==> src/rtl/glb_stream_arbiter.sv <==
// rtl/glb_stream_arbiter.sv - round-robin, stream-locked merge of NUM_IN token streams onto one GLB channel
// Optional per-input accepted-token counters are built when GLB_ARB_STATS_EN is defined.
module glb_stream_arbiter #(
   parameter int                NUM_IN     = 2,
   parameter int                DATA_W     = 17,
   parameter int                TX_NUM     = 1,
   parameter logic [DATA_W-1:0] DONE_TOKEN = DATA_W'(17'h10100),
   parameter int                ID_W       = (NUM_IN > 1) ? $clog2(NUM_IN) : 1
) (
   input  logic                 clk,
   input  logic                 rst,
   input  logic                 flush,
   input  logic [NUM_IN*DATA_W-1:0] in_data,
   input  logic [NUM_IN-1:0]    in_valid,
   output logic [NUM_IN-1:0]    in_ready,
   output logic [DATA_W-1:0]    out_data,
   output logic                 out_valid,
   input  logic                 out_ready,
   output logic [ID_W-1:0]      grant_id,
   output logic                 busy,
   output logic                 done,
   output logic [NUM_IN*16-1:0] stat_tokens
);

   localparam int CNT_W = $clog2(TX_NUM + 1);

   typedef enum logic [1:0] {IDLE, LOCK, DRAIN, DONE} state_t;

   state_t              state, state_nxt;
   logic [ID_W-1:0]     rr_ptr;
   logic [NUM_IN-1:0]   finished;
   logic [CNT_W-1:0]    done_cnt [NUM_IN];
   logic [NUM_IN-1:0]   grant_sel;
   logic [NUM_IN-1:0]   eligible;
   logic [2*NUM_IN-1:0] elig_rot;
   logic [DATA_W-1:0]   owner_tok;
   logic                out_free, take, take_done;
   logic                pick_found;
   logic [ID_W-1:0]     pick_id;
   logic [ID_W-1:0]     rr_next;

   always_comb begin
      owner_tok = '0;
      for (int i = 0; i < NUM_IN; i++) begin
         grant_sel[i] = (grant_id == ID_W'(i));
         if (grant_sel[i]) owner_tok = in_data[i*DATA_W +: DATA_W];
      end
   end

   assign out_free  = !out_valid || out_ready;
   assign in_ready  = grant_sel & {NUM_IN{(state == LOCK) && out_free}};
   assign take      = |(in_valid & in_ready);
   assign take_done = take && (owner_tok == DONE_TOKEN);
   assign busy      = (state == LOCK);
   assign done      = (state == DONE);
   assign rr_next   = (grant_id == ID_W'(NUM_IN - 1)) ? '0 : grant_id + 1'b1;

   // Rotate the eligible mask so that bit 0 is rr_ptr; the lowest set bit wins.
   assign eligible = in_valid & ~finished;
   assign elig_rot = {eligible, eligible} >> rr_ptr;

   always_comb begin
      int sum;
      sum        = 0;
      pick_found = 1'b0;
      pick_id    = '0;
      for (int k = NUM_IN - 1; k >= 0; k--) begin
         if (elig_rot[k]) begin
            sum = int'(rr_ptr) + k;
            if (sum >= NUM_IN) sum = sum - NUM_IN;
            pick_found = 1'b1;
            pick_id    = ID_W'(sum);
         end
      end
   end

   always_comb begin
      state_nxt = state;
      case (state)
         IDLE:  if (pick_found) state_nxt = LOCK;
                else if (&finished) state_nxt = DRAIN;
         LOCK:  if (take_done) state_nxt = IDLE;
         DRAIN: if (out_free) state_nxt = DONE;
         DONE:  state_nxt = DONE;
         default: state_nxt = IDLE;
      endcase
   end

   always_ff @(posedge clk or posedge rst) begin
      if (rst) begin
         state     <= IDLE;
         grant_id  <= '0;
         rr_ptr    <= '0;
         finished  <= '0;
         out_data  <= '0;
         out_valid <= 1'b0;
         for (int i = 0; i < NUM_IN; i++) done_cnt[i] <= '0;
      end else if (flush) begin
         state     <= IDLE;
         grant_id  <= '0;
         rr_ptr    <= '0;
         finished  <= '0;
         out_data  <= '0;
         out_valid <= 1'b0;
         for (int i = 0; i < NUM_IN; i++) done_cnt[i] <= '0;
      end else begin
         state <= state_nxt;
         if (state == IDLE && pick_found) grant_id <= pick_id;
         if (take) begin
            out_data  <= owner_tok;
            out_valid <= 1'b1;
         end else if (out_ready) begin
            out_valid <= 1'b0;
         end
         if (take_done) begin
            rr_ptr <= rr_next;
            for (int i = 0; i < NUM_IN; i++) begin
               if (grant_sel[i]) begin
                  done_cnt[i] <= done_cnt[i] + 1'b1;
                  if (done_cnt[i] == CNT_W'(TX_NUM - 1)) finished[i] <= 1'b1;
               end
            end
         end
      end
   end

`ifdef GLB_ARB_STATS_EN
   logic [15:0] stat_cnt [NUM_IN];

   always_ff @(posedge clk or posedge rst) begin
      if (rst) begin
         for (int i = 0; i < NUM_IN; i++) stat_cnt[i] <= '0;
      end else if (flush) begin
         for (int i = 0; i < NUM_IN; i++) stat_cnt[i] <= '0;
      end else begin
         for (int i = 0; i < NUM_IN; i++)
            if (in_valid[i] && in_ready[i] && stat_cnt[i] != 16'hFFFF)
               stat_cnt[i] <= stat_cnt[i] + 16'd1;
      end
   end

   for (genvar g = 0; g < NUM_IN; g++) begin : g_stat
      assign stat_tokens[g*16 +: 16] = stat_cnt[g];
   end
`else
   assign stat_tokens = '0;
`endif

endmodule

==> config.mk <==
export PLATFORM = sky130hd
export DESIGN_NAME = glb_stream_arbiter
export DESIGN_NICKNAME = d
export VERILOG_FILES = /design/src/rtl/glb_stream_arbiter.sv
export SDC_FILE = /design/constraint.sdc
export NUM_CORES = 1
export LEC_CHECK = 0
export ABC_CLOCK_PERIOD_IN_PS = 1890
export CAP_MARGIN = 15
export CORE_MARGIN = 8
export CORE_UTILIZATION = 35
export DETAILED_ROUTE_END_ITERATION = 10
export PLACE_DENSITY = 0.8
export SKIP_LAST_GASP = 1
export SYNTH_ARGS = -nofsm -noshare
export SYNTH_HDL_FRONTEND = slang
export SYNTH_SLANG_ARGS = --single-unit
==> constraint.sdc <==
create_clock -name clk -period 1.89 [get_ports clk]
set_input_delay 0.189 -clock clk [delete_from_list [all_inputs] [get_ports clk]]
set_output_delay 0.189 -clock clk [all_outputs]
set_load 0.01 [all_outputs]
==> flow_summary_export.csv, run 1 <==
group,metric,value,unit
grt,grt_overflow,0,
yosys,ys_seq_area_share,38.8,%
yosys,synth_top_family_by_area,"buffers and inverters",
yosys,synth_compound_area_share,14.9,%
drt,initialDrtViolationCount,98,
finish,fin_nets,295,
yosys,synth_edf_count,0,
setup_path,endpoint,"done_cnt[0]$_DFFE_PP0P_",
setup_path,path_class,"input pin to flip-flop",
timing,rsz0062_at_grt,"true",
finish,final_util,52.7,%
drt,drc,0,
power,p_leak,1.04,nW
timing,skew,0.00638,ns
grt,grt_max_degree,34,
finish,antenna_cells,0,
setup_path,r2r-end,"done_cnt[0]$_DFFE_PP0P_",
floorplanning,die_area,0.00727,mm²
placed_design,place_hpwl,3.79,mm
timing,period_share,99.6,%
power,pwr_density_cell,602,mW/mm²
clock_network,h-tree-depth,1,
floorplanning,die_h,85.2,µm
setup_path,cp-start-kind,"input pin",
timing,setup_viol,0,
placed_design,gp_congestion,0.878,
floorplanning,io-pin-count,95,
run,cap_violations,0,
drt,viasPerCell,4.84,
setup_path,r2r-start,"grant_id$_DFFE_PP0P_",
setup_path,ff2ff_path_depth,4,
yosys,synthXorXnorAreaFrac,0,%
yosys,yosys-mux-area-fraction,11.0,%
clock_network,clkSinkCount,26,
timing,max_freq,0.531,GHz
floorplanning,fp.dieW,85.2,µm
grt,antenna_found_initial,0,
clock_network,root_buffer,"clkbuf_8",
grt,grt_first_pass_wirelength,7.56,mm
finish,area_growth,46.5,%
yosys,syn_area,0.00168,mm²
finish,final_cells,308,
drt,dr.pass1.iters,6,
finish,drive_above_1_share,12.2,%
clock_network,clockBufferDepth,2,
floorplanning,initial_core_util,36.0,%
yosys,ys.warnings.count,0,
setup_path,cp.required,2.06,ns
clock_network,clk_pin_slew,0.09,ns
yosys,ys_types,35,
timing,timing.final.max_slew_violations,0,
timing,final_hold_viol_count,0,
floorplanning,core_area,0.00466,mm²
yosys,synthCells,180,
yosys,yosys.area_share.simple,17.4,%
placed_design,dp.cells,301,
yosys,avgSynthCellArea,9.32,µm²
grt,grt_usage,12.6,%
drt,drt_wl_total,4.77,mm
clock_network,holdBufCountCts,0,
floorplanning,rows,25,
grt,grt_pass1_vias,1549,
yosys,ys.flop_type,"dfrtp_1",
timing,min_period,1.88,ns
power,ir_drop,0.376,mV
yosys,synth_seq_cells,26,
yosys,synth_fa_ha_area_share,0,%
drt,ant_nets,0,
setup_path,startpoint,"in_data[21]",
clock_network,cts_tree,"built",
yosys,postSynth.asyncResetShare,100,%
placed_design,port_buffers,62,
drt,wl_per_cell,15.5,µm
finish,fillers,446,
run_status,status,"finished clean",
setup_path,crit_path_end_kind,"flip-flop",
setup_path,crit_arrival,2.05,ns
clock_network,cts_buffers,3,
min_path,min_path_type,"input pin to async pin",
timing,setup_tns,0,ns
setup_path,reg2reg_slack,0.02,ns
clock_network,insertion_delay,0.27,ns
setup_path,crit_fanout,2,
drt,vias,1490,
-- layout make-up --
type / instances / area [µm²] / area share (%)
multi-input combinational: 140 / 871 / 35.4
sequential: 26 / 652 / 26.5
timing repair buffer: 80 / 781 / 31.8
tap: 54 / 67.6 / 2.75
inverter: 4 / 15.0 / 0.611
clock inverter: 1 / 30.0 / 1.22
clock buffer: 3 / 41.3 / 1.68
-- what timing repair did --
action | 4_1_cts | 5_1_grt
endpoints found under the setup margin | 3 | 3
gates resized for setup | 3 | 2
buffers inserted | 0 | 3
pin swaps | 0 | 0
-- placed cells by master (no fill, tap or decap), types with 2 or more instances in the layout --
master and instances:
a211oi_1 16, a21oi_1 5, a221oi_1 2, and3_1 2, buf_12 2, buf_4 16, clkbuf_8 3, clkdlybuf4s50_1 62
conb_1 32, dfrtp_1 25, inv_1 4, mux2i_1 17, nand2_1 5, nand2b_1 2, nand4_1 2, nor2_1 24
nor2b_1 5, nor4_1 4, nor4_2 2, o21ai_0 3, o31ai_1 2
-- per-stage QoR --
stage               hold slack [ns]  power (mW)  setup slack (ns)  area (µm²)
floorplan                     0.229       0.846           -0.0168        1790
global placement              0.480        1.01            -0.243        2340
detailed placement            0.480        1.02            -0.294        2340
CTS                           0.284        1.49           0.00427        2430
global route                  0.314        1.57           -0.0325        2460
finish                        0.270        1.48           0.00693        2460
-- sequential cells by signal, summed over array words and instances, names as in the netlist --
name and cells:
done_cnt 2, state 2, rr_ptr 1, finished 2, out_valid 1, grant_id 1
out_data 17
-- cells in the mapped netlist, drive strengths merged, types with 2 or more instances --
library cell,count,share of area (%)
nand2,5,1.1
and3,2,0.75
mux2i,17,10
a21oi,5,1.5
nand2b,2,0.75
clkbuf,8,1.8
inv,4,0.89
o21ai,3,0.89
nor2b,6,2.2
dfrtp,26,39
a211oi,16,7.2
o31ai,2,0.89
a221oi,2,1.0
nand4,2,0.75
nor4,6,2.2
buf,33,15
nor2,24,5.4
-- cell families (layout without fill, tap and decap cells) --
group / count (synthesis) / in the layout
buffers and inverters: 45 / 88
AOI/OAI and AO/OA: 35 / 35
other: 1 / 32
and+or+nand+nor: 55 / 55
muxes: 18 / 18
DFF: 26 / 26
-- worst min path at each step --
stage,startpoint,to,slack [ns],cells past startpoint
after CTS,rst,out_data[6]$_DFFE_PP0P_,0.28,3
after detailed placement,done_cnt[0]$_DFFE_PP0P_,finished[1]$_DFFE_PP0P_,0.48,1
final,rst,out_data[6]$_DFFE_PP0P_,0.27,3
after floorplan,rst,done_cnt[0]$_DFFE_PP0P_,0.23,1
after global placement,done_cnt[0]$_DFFE_PP0P_,finished[1]$_DFFE_PP0P_,0.48,1
after global routing,rst,out_data[7]$_DFFE_PP0P_,0.31,3
-- report_power, final --
part           leakage [nW]  internal (mW)  total, mW  switching [mW]
Sequential            0.351          0.589      0.609          0.0197
Clock                0.0357          0.283      0.461           0.178
Combinational         0.653          0.216      0.410           0.194
Total                  1.04           1.09       1.48           0.392
-- per-layer routing --
layer  share of wire (%)  wire, µm  global-route usage [%]
met1                  39      1860                    14.0
met2                  52      2480                    22.9
met3                 8.2       393                    4.54
met4                0.67        32                    1.62
met5                   0         0                       0
-- worst max-delay path, cell delays in order --
cell and delay (ns):
clkdlybuf4s50_1 0.43, or4b_4 0.55, o22a_1 0.24, or3_4 0.35, mux2_4 0.30
Power figures use the tool's default switching activity.
==> run 2: changes to the inputs <==
- CTS_CLUSTER_DIAMETER: not set -> 50
==> results of run 2 <==
No change in the layout: final DEF, timing and power equal those of run 1.
